$ cat src/rtl/ts_rec_ctrl.sv
// Record/playback sequencer for the MPEG-TS recorder: turns button-release pulses
// into REC/PLAY/IDLE modes and drives address and strobes for a single-port byte buffer.
module ts_rec_ctrl #(
  parameter int ADDR_W = 16
) (
  input  logic              CLOCK,
  input  logic              RESET,
  input  logic [3:0]        RELEASE,
  input  logic              IN_VALID,
  input  logic              OUT_READY,
  output logic              MEM_WE,
  output logic              MEM_RE,
  output logic [ADDR_W-1:0] MEM_ADDR,
  output logic              OUT_VALID,
  output logic [ADDR_W:0]   REC_LEN,
  output logic [1:0]        STATE,
  output logic              FULL,
  output logic              DONE
);

  typedef enum logic [1:0] {
    ST_IDLE = 2'b00,
    ST_REC  = 2'b01,
    ST_PLAY = 2'b10
  } state_t;

  localparam logic [ADDR_W-1:0] PTR_ONE     = {{(ADDR_W-1){1'b0}}, 1'b1};
  localparam logic [ADDR_W:0]   LEN_ONE     = {{ADDR_W{1'b0}}, 1'b1};
  localparam logic [ADDR_W:0]   LEN_ZERO    = '0;
  localparam logic [ADDR_W:0]   LEN_LAST_WR = {1'b0, {ADDR_W{1'b1}}};

  state_t              state_q, state_d;
  logic [ADDR_W-1:0]   wr_ptr_q, wr_ptr_d;
  logic [ADDR_W-1:0]   rd_ptr_q, rd_ptr_d;
  logic [ADDR_W:0]     rec_len_q, rec_len_d;
  logic                out_valid_q;
  logic                done_q, done_d;

  logic                full;
  logic                we;
  logic                re;
  logic                last_rd;
  logic                stop_rel, rec_rel, play_rel, clear_rel;

  // Fixed priority STOP > REC > PLAY > CLEAR: only the winning bit is seen below.
  assign stop_rel  = RELEASE[1];
  assign rec_rel   = RELEASE[0] & ~RELEASE[1];
  assign play_rel  = RELEASE[2] & ~RELEASE[1] & ~RELEASE[0];
  assign clear_rel = RELEASE[3] & ~(|RELEASE[2:0]);

  // Capacity is exactly 2^ADDR_W, so the length MSB alone marks a full buffer.
  assign full    = rec_len_q[ADDR_W];
  assign we      = (state_q == ST_REC) & IN_VALID & ~full;
  assign re      = (state_q == ST_PLAY) & OUT_READY;
  assign last_rd = ({1'b0, rd_ptr_q} == (rec_len_q - LEN_ONE));

  always_comb begin
    state_d   = state_q;
    wr_ptr_d  = wr_ptr_q;
    rd_ptr_d  = rd_ptr_q;
    rec_len_d = rec_len_q;
    done_d    = 1'b0;

    unique case (state_q)
      ST_IDLE: begin
        if (rec_rel) begin
          state_d   = ST_REC;
          wr_ptr_d  = '0;
          rec_len_d = LEN_ZERO;
        end else if (play_rel && (rec_len_q != LEN_ZERO)) begin
          state_d  = ST_PLAY;
          rd_ptr_d = '0;
        end else if (clear_rel) begin
          rec_len_d = LEN_ZERO;
        end
      end

      ST_REC: begin
        if (we) begin
          wr_ptr_d  = wr_ptr_q + PTR_ONE;
          rec_len_d = rec_len_q + LEN_ONE;
        end
        if ((we && (rec_len_q == LEN_LAST_WR)) || stop_rel) begin
          state_d = ST_IDLE;
          done_d  = 1'b1;
        end
      end

      ST_PLAY: begin
        if (re) begin
          rd_ptr_d = rd_ptr_q + PTR_ONE;
        end
        if ((re && last_rd) || stop_rel) begin
          state_d = ST_IDLE;
          done_d  = 1'b1;
        end
      end

      default: begin
        state_d = ST_IDLE;
      end
    endcase
  end

  always_ff @(posedge CLOCK) begin
    if (RESET) begin
      state_q     <= ST_IDLE;
      wr_ptr_q    <= '0;
      rd_ptr_q    <= '0;
      rec_len_q   <= '0;
      out_valid_q <= 1'b0;
      done_q      <= 1'b0;
    end else begin
      state_q     <= state_d;
      wr_ptr_q    <= wr_ptr_d;
      rd_ptr_q    <= rd_ptr_d;
      rec_len_q   <= rec_len_d;
      out_valid_q <= re;
      done_q      <= done_d;
    end
  end

  assign MEM_WE    = we;
  assign MEM_RE    = re;
  assign MEM_ADDR  = (state_q == ST_REC) ? wr_ptr_q : rd_ptr_q;
  assign OUT_VALID = out_valid_q;
  assign REC_LEN   = rec_len_q;
  assign STATE     = state_q;
  assign FULL      = full;
  assign DONE      = done_q;

endmodule

$ cat config.mk
export PLATFORM = sky130hd
export DESIGN_NAME = ts_rec_ctrl
export DESIGN_NICKNAME = d
export VERILOG_FILES = /design/src/rtl/ts_rec_ctrl.sv
export SDC_FILE = /design/constraint.sdc
export NUM_CORES = 1
export LEC_CHECK = 0
export CAP_MARGIN = 30
export CORE_ASPECT_RATIO = 1.75
export CORE_UTILIZATION = 49
export CTS_CLUSTER_DIAMETER = 30
export CTS_CLUSTER_SIZE = 14
export DETAILED_ROUTE_END_ITERATION = 7
export PLACE_DENSITY = 0.76
export SLEW_MARGIN = 20
export SYNTH_ARGS = -nofsm -noshare
export SYNTH_HDL_FRONTEND = slang
export SYNTH_SLANG_ARGS = --single-unit
export TNS_END_PERCENT = 30
$ cat constraint.sdc
create_clock -name CLOCK -period 2.9 [get_ports CLOCK]
set_input_delay 0.725 -clock CLOCK [delete_from_list [all_inputs] [get_ports CLOCK]]
set_output_delay 0.725 -clock CLOCK [all_outputs]
set_load 0.005 [all_outputs]
**Word level (Yosys, flattened, before mapping)**

Index checks and enable logic that the tools add are counted.

- Bits in registers: 53
- Bits of input ports: 8
- Word-level logic and storage cells: 70

- Add/sub/neg operators: 4
- Equal/unequal tests: 14
- Mux-type cells: 21
- Bitwise operators: 11
- Reduce and logical (&&, ||, !) cells: 14

Operators by type and width:

| cell | count |
|---|---|
| 16-bit two-way mux | 6 |
| 17-bit two-way mux | 4 |
| 16-bit case mux with 2 select lines | 2 |
| 17-bit case mux with 2 select lines | 1 |
| 16-bit by 1-bit adder with 16-bit output (second input constant) | 2 |
| 17-bit by 1-bit adder with 17-bit output (second input constant) | 1 |
| 16-bit by 17-bit equality test with 1-bit output | 1 |
| 17-bit by 16-bit equality test with 1-bit output (second input constant) | 1 |
| 17-bit nonzero test | 1 |
| 17-bit by 1-bit subtractor with 17-bit output (second input constant) | 1 |
| 2-bit != test (second input constant) | 6 |
| 3-bit != test (second input constant) | 3 |
| 2-bit two-way mux | 4 |
| 4-bit AND reduction | 2 |
| 1-bit bitwise AND | 7 |
| 2-bit case mux with 3 select lines | 1 |
| 3-bit AND reduction | 2 |
| 1-bit NOT | 4 |
| 2-bit nonzero test | 2 |
| 1-bit logical AND | 3 |
| 3-bit OR reduction | 1 |
| 2-bit by 1-bit equality test with 1-bit output (second input constant) | 1 |
| 2-bit equality test (second input constant) | 1 |
| 2-bit logical NOT | 1 |
| other kinds (4) | 6 |

**Logic depth before layout (Yosys ltp)**

- Depth in word-level cells: 7
- Gate-level depth with buffers: 12
- Gate-level depth less buffers: 10

**Least setup slack after synthesis**

Ideal clock, no wire load.

- Path kind: register to register
- Start point: register rec_len_q[3], in the netlist REC_LEN[3]
- End point: register state_q[1], in the netlist STATE[1]
- Arrival: 2.857 ns
- Slack: -0.060 ns
- Cell stages (with the launch flop): 11
- Clock period less this slack: 2.960 ns
- Path through: dfxtp_1 -> buf_6 -> or3_1 -> or3_1 -> buf_2 -> or3_1 -> a311o_1 -> nor4_2 -> a31oi_1 -> o31a_1 -> a2111oi_2

- Longest elaborated chain between the ends: 6
- Elaborated cells on any way between the ends: 13
- Classes of those cells: add/sub (1); eq/ne (5); reduce/logical (7)

Ends and longest elaborated chain:

| what | line | source |
|---|---|---|
| start, declared | 35 | `logic [ADDR_W:0] rec_len_q, rec_len_d;` |
| start signal, assigned | 117 | `rec_len_q <= rec_len_d;` |
| 17-bit by 1-bit subtractor with 17-bit output | 55 | `assign last_rd = ({1'b0, rd_ptr_q} == (rec_len_q - LEN_ONE));` |
| 16-bit by 17-bit equality test with 1-bit output | 55 |  |
| 1-bit logical AND | 93 | `if ((re && last_rd) \|\| stop_rel) begin` |
| 1-bit logical OR | 93 |  |
| 2-bit by 1-bit != test with 1-bit output (no line) | n/a |  |
| 3-bit AND reduction (no line) * | n/a |  |
| end signal, assigned | 114 | `state_q <= state_d;` |
| end, declared | 32 | `state_t state_q, state_d;` |

Every way passes the cells marked *; elsewhere a longest branch is shown, timed or not.
A chain may end at the register's enable or synchronous reset.

**Final worst setup path**

- Start point: register rec_len_q[2], in the netlist REC_LEN[2]
- End point: register state_q[1], in the netlist STATE[1]

The elaborated chain is that of the path after synthesis.

==> metrics.yaml <==
r2r_cells: 9
nNetsFinal: 497
dp_hpwl_um: 6480
cts_made_buffers: 5
detail-route-antenna-nets: 0
relSlewSlack_pct: 63.9
synth_common_cells: "dfxtp_1 (53), nor2_1 (53), nand2_1 (34), xnor2_1 (25), xor2_1 (24)"
post-synth-top-area-cell: "dfxtp_1"
synthAdderAreaFrac_pct: 3.04
crit_path_start: "REC_LEN[2]"
cts-htree-levels: 2
avgSynthCellArea_um2: 7.89
fin_cells: 564
clk_pin_slew_ns: 0.07
crit_end: "STATE[1]"
crit_type: "register to register"
status: "completed"
hp-start: "wr_ptr_q[10]"
rsz0062_at_grt: "true"
synthArstFlopShare_pct: 0
synth_edf_count: 0
final_hold_viol_count: 0
setup-violations-final: 0
start_kind: "register"
ys_dominant_reg_cell: "dfxtp_1"
yosysUniqueCellTypes: 50
ys.warnings.count: 0
min_path_type: "register to register"
die_h_um: 110
synth-simple-area-share_pct: 28.9
rows: 39
drcViolationCount: 0
rr_endpoint: "STATE[1]"
via_per_inst: 5.59
clk_latency_ns: 0.30
yosys.area.top_type_share_pct: 32.3
synth_cells: 417
grt_usage_pct: 24.2
worst_pin_slew_ns: 0.542
ys_seq_elements: 53
r2r_start: "REC_LEN[2]"
grt_max_degree: 22
antenna_found_initial: 0
p_leak_uw: 0.00160
power.total_uw: 1790
area_delta_synth_final_pct: 28.8
cp_max_fo: 5
r2r_slack_ns: 0.08
die_w_um: 63.9
cp_data_required_time_ns: 3.10
arrival_ns: 3.01
synth_top_family_by_area: "simple AND/OR/NAND/NOR gates"
vdd.ir_drop.worst_mv: 0.440
routed-via-count: 3150
finalCritPeriodShare_pct: 97.1
cts_tree: "yes"
end_kind: "register"
port_buffers: 47
fmax_mhz: 355
netlist_top_cells_area: "dfxtp_1 (32%), xnor2_1 (6.7%), xor2_1 (6.4%)"
synth_seq_area_share_pct: 32.3
fin_skew_ns: 0.00360
initial_core_util_pct: 50.7
cts.sinks: 53
muxShareOfSynthArea_pct: 5.02
power_density_nw_per_um2: 422
wl_per_cell_um: 14.7
postCtsHoldBufs: 0
syn_nets: 433
io_pins: 48
synth-compound-area-share_pct: 11.9
layout-drive-gt1-share_pct: 15.4
fillers: 565
dp_cells: 554
cap_violations: 0
dr.first_iter.drc_count: 140
grt_pass1_vias: 2913
drt_first_pass_iters: 4
cts_buffer_depth: 2
grt.overflow.total: 0
drt_wl_total_um: 8320
gp_congestion: 0.839
drv_slew: 0
synth_xor_xnor_area_share_pct: 13.0
die-area_um2: 7060
min_period_ns: 2.82
syn_area_um2: 3290
diodes: 0
grt_pass1_wl_um: 13300
core-area_um2: 6490
clock-root-buffer: "clkbuf_16"
stage by stage:
step	setup WS [ns]	TNS, ns	util (%)	hold WS (ns)	cell area (um^2)
after CTS	0.00958	0	64.4	0.508	4180
final	0.0847	0	65.3	0.504	4240
after global routing	-0.0748	-0.0748	65.3	0.541	4240
after detailed placement	-0.0160	-0.0182	62.0	0.495	4030
after floorplan	0.00548	0	-	0.463	3320
after global placement	0.00282	0	62.0	0.482	4030
sequential cells by signal, summed over array words and instances, names as in the netlist:
name,cells
DONE,1
STATE,2
REC_LEN,17
wr_ptr_q,16
rd_ptr_q,16
OUT_VALID,1
layout by cell type (no fill, tap or decap), drive strengths merged, types with 2 or more instances in the layout:
| cell | instances |
|---|---|
| nor2 | 53 |
| dfxtp | 53 |
| clkdlybuf4s50 | 47 |
| buf | 37 |
| nand2 | 34 |
| xnor2 | 25 |
| xor2 | 24 |
| a21oi | 23 |
| inv | 20 |
| o21ai | 20 |
| nand3 | 16 |
| or3 | 16 |
| mux2 | 12 |
| nand4 | 10 |
| nor3 | 10 |
| nor4 | 10 |
| ha | 8 |
| and3 | 6 |
| clkbuf | 5 |
| nor2b | 4 |
| a21o | 4 |
| or4 | 4 |
| a31oi | 4 |
| and3b | 3 |
| nor4b | 3 |
| nand2b | 3 |
| mux2i | 3 |
| or2 | 3 |
| o21bai | 2 |
| o211ai | 2 |
| a211oi | 2 |
| o31a | 2 |
| or4b | 2 |
power breakdown:
group          leakage (uW)  internal, uW  total [uW]  switching, uW
clock             0.0000702           322         604            282
combinational       0.00110           198         433            235
sequential         0.000429           737         749           11.4
total               0.00160          1260        1790            529
final cells by class:
type	instances	area, um^2	area share, %
Clock inverter	3	21.3	0.502
Timing Repair Buffer	84	748	17.7
Inverter	19	71.3	1.68
Tap cell	82	103	2.42
Multi-Input combinational cell	318	2100	49.6
Sequential cell	53	1070	25.2
Clock buffer	5	125	2.95
metal layers:
layer  up-vias  track usage [%]  wire length (um)
li1       1569                -                 -
met1      1499             25.4              3280
met2        65             47.3              4590
met3        17             2.57               246
met4         0             10.6               199
met5         -                0                 0
critical path: stages, from the launching register on:
cell,delay (ns)
dfxtp_4,0.36
or3_4,0.36
or3_4,0.39
buf_4,0.16
nor4_1,0.25
nor3_1,0.14
nor4_4,0.41
a31oi_4,0.15
o31a_1,0.31
a2111oi_2,0.19
repair_timing:
action / CTS / global route
setup endpoints to repair: 2 / 2
setup buffers: 0 / 2
resized for setup: 1 / 10
pin swaps: 1 / 10
cells by family (layout without fill, tap and decap cells):
logic type | after synthesis | after routing
DFF | 53 | 53
adders and majority gates | 8 | 8
muxes | 15 | 15
xor gates and xnor gates | 49 | 49
and+or+nand+nor | 181 | 181
AOI/OAI and AO/OA | 65 | 65
buffers and inverters | 46 | 111
worst min path at each step:
| stage | slack (ns) | cells past startpoint | endpoint |
|---|---|---|---|
| after CTS | 0.51 | 2 | wr_ptr_q[12] |
| final | 0.50 | 2 | wr_ptr_q[10] |
| after floorplan | 0.46 | 2 | wr_ptr_q[10] |
| after detailed placement | 0.49 | 2 | wr_ptr_q[12] |
| after global routing | 0.54 | 2 | wr_ptr_q[12] |
| after global placement | 0.48 | 2 | wr_ptr_q[7] |
Power figures use the tool's default switching activity.
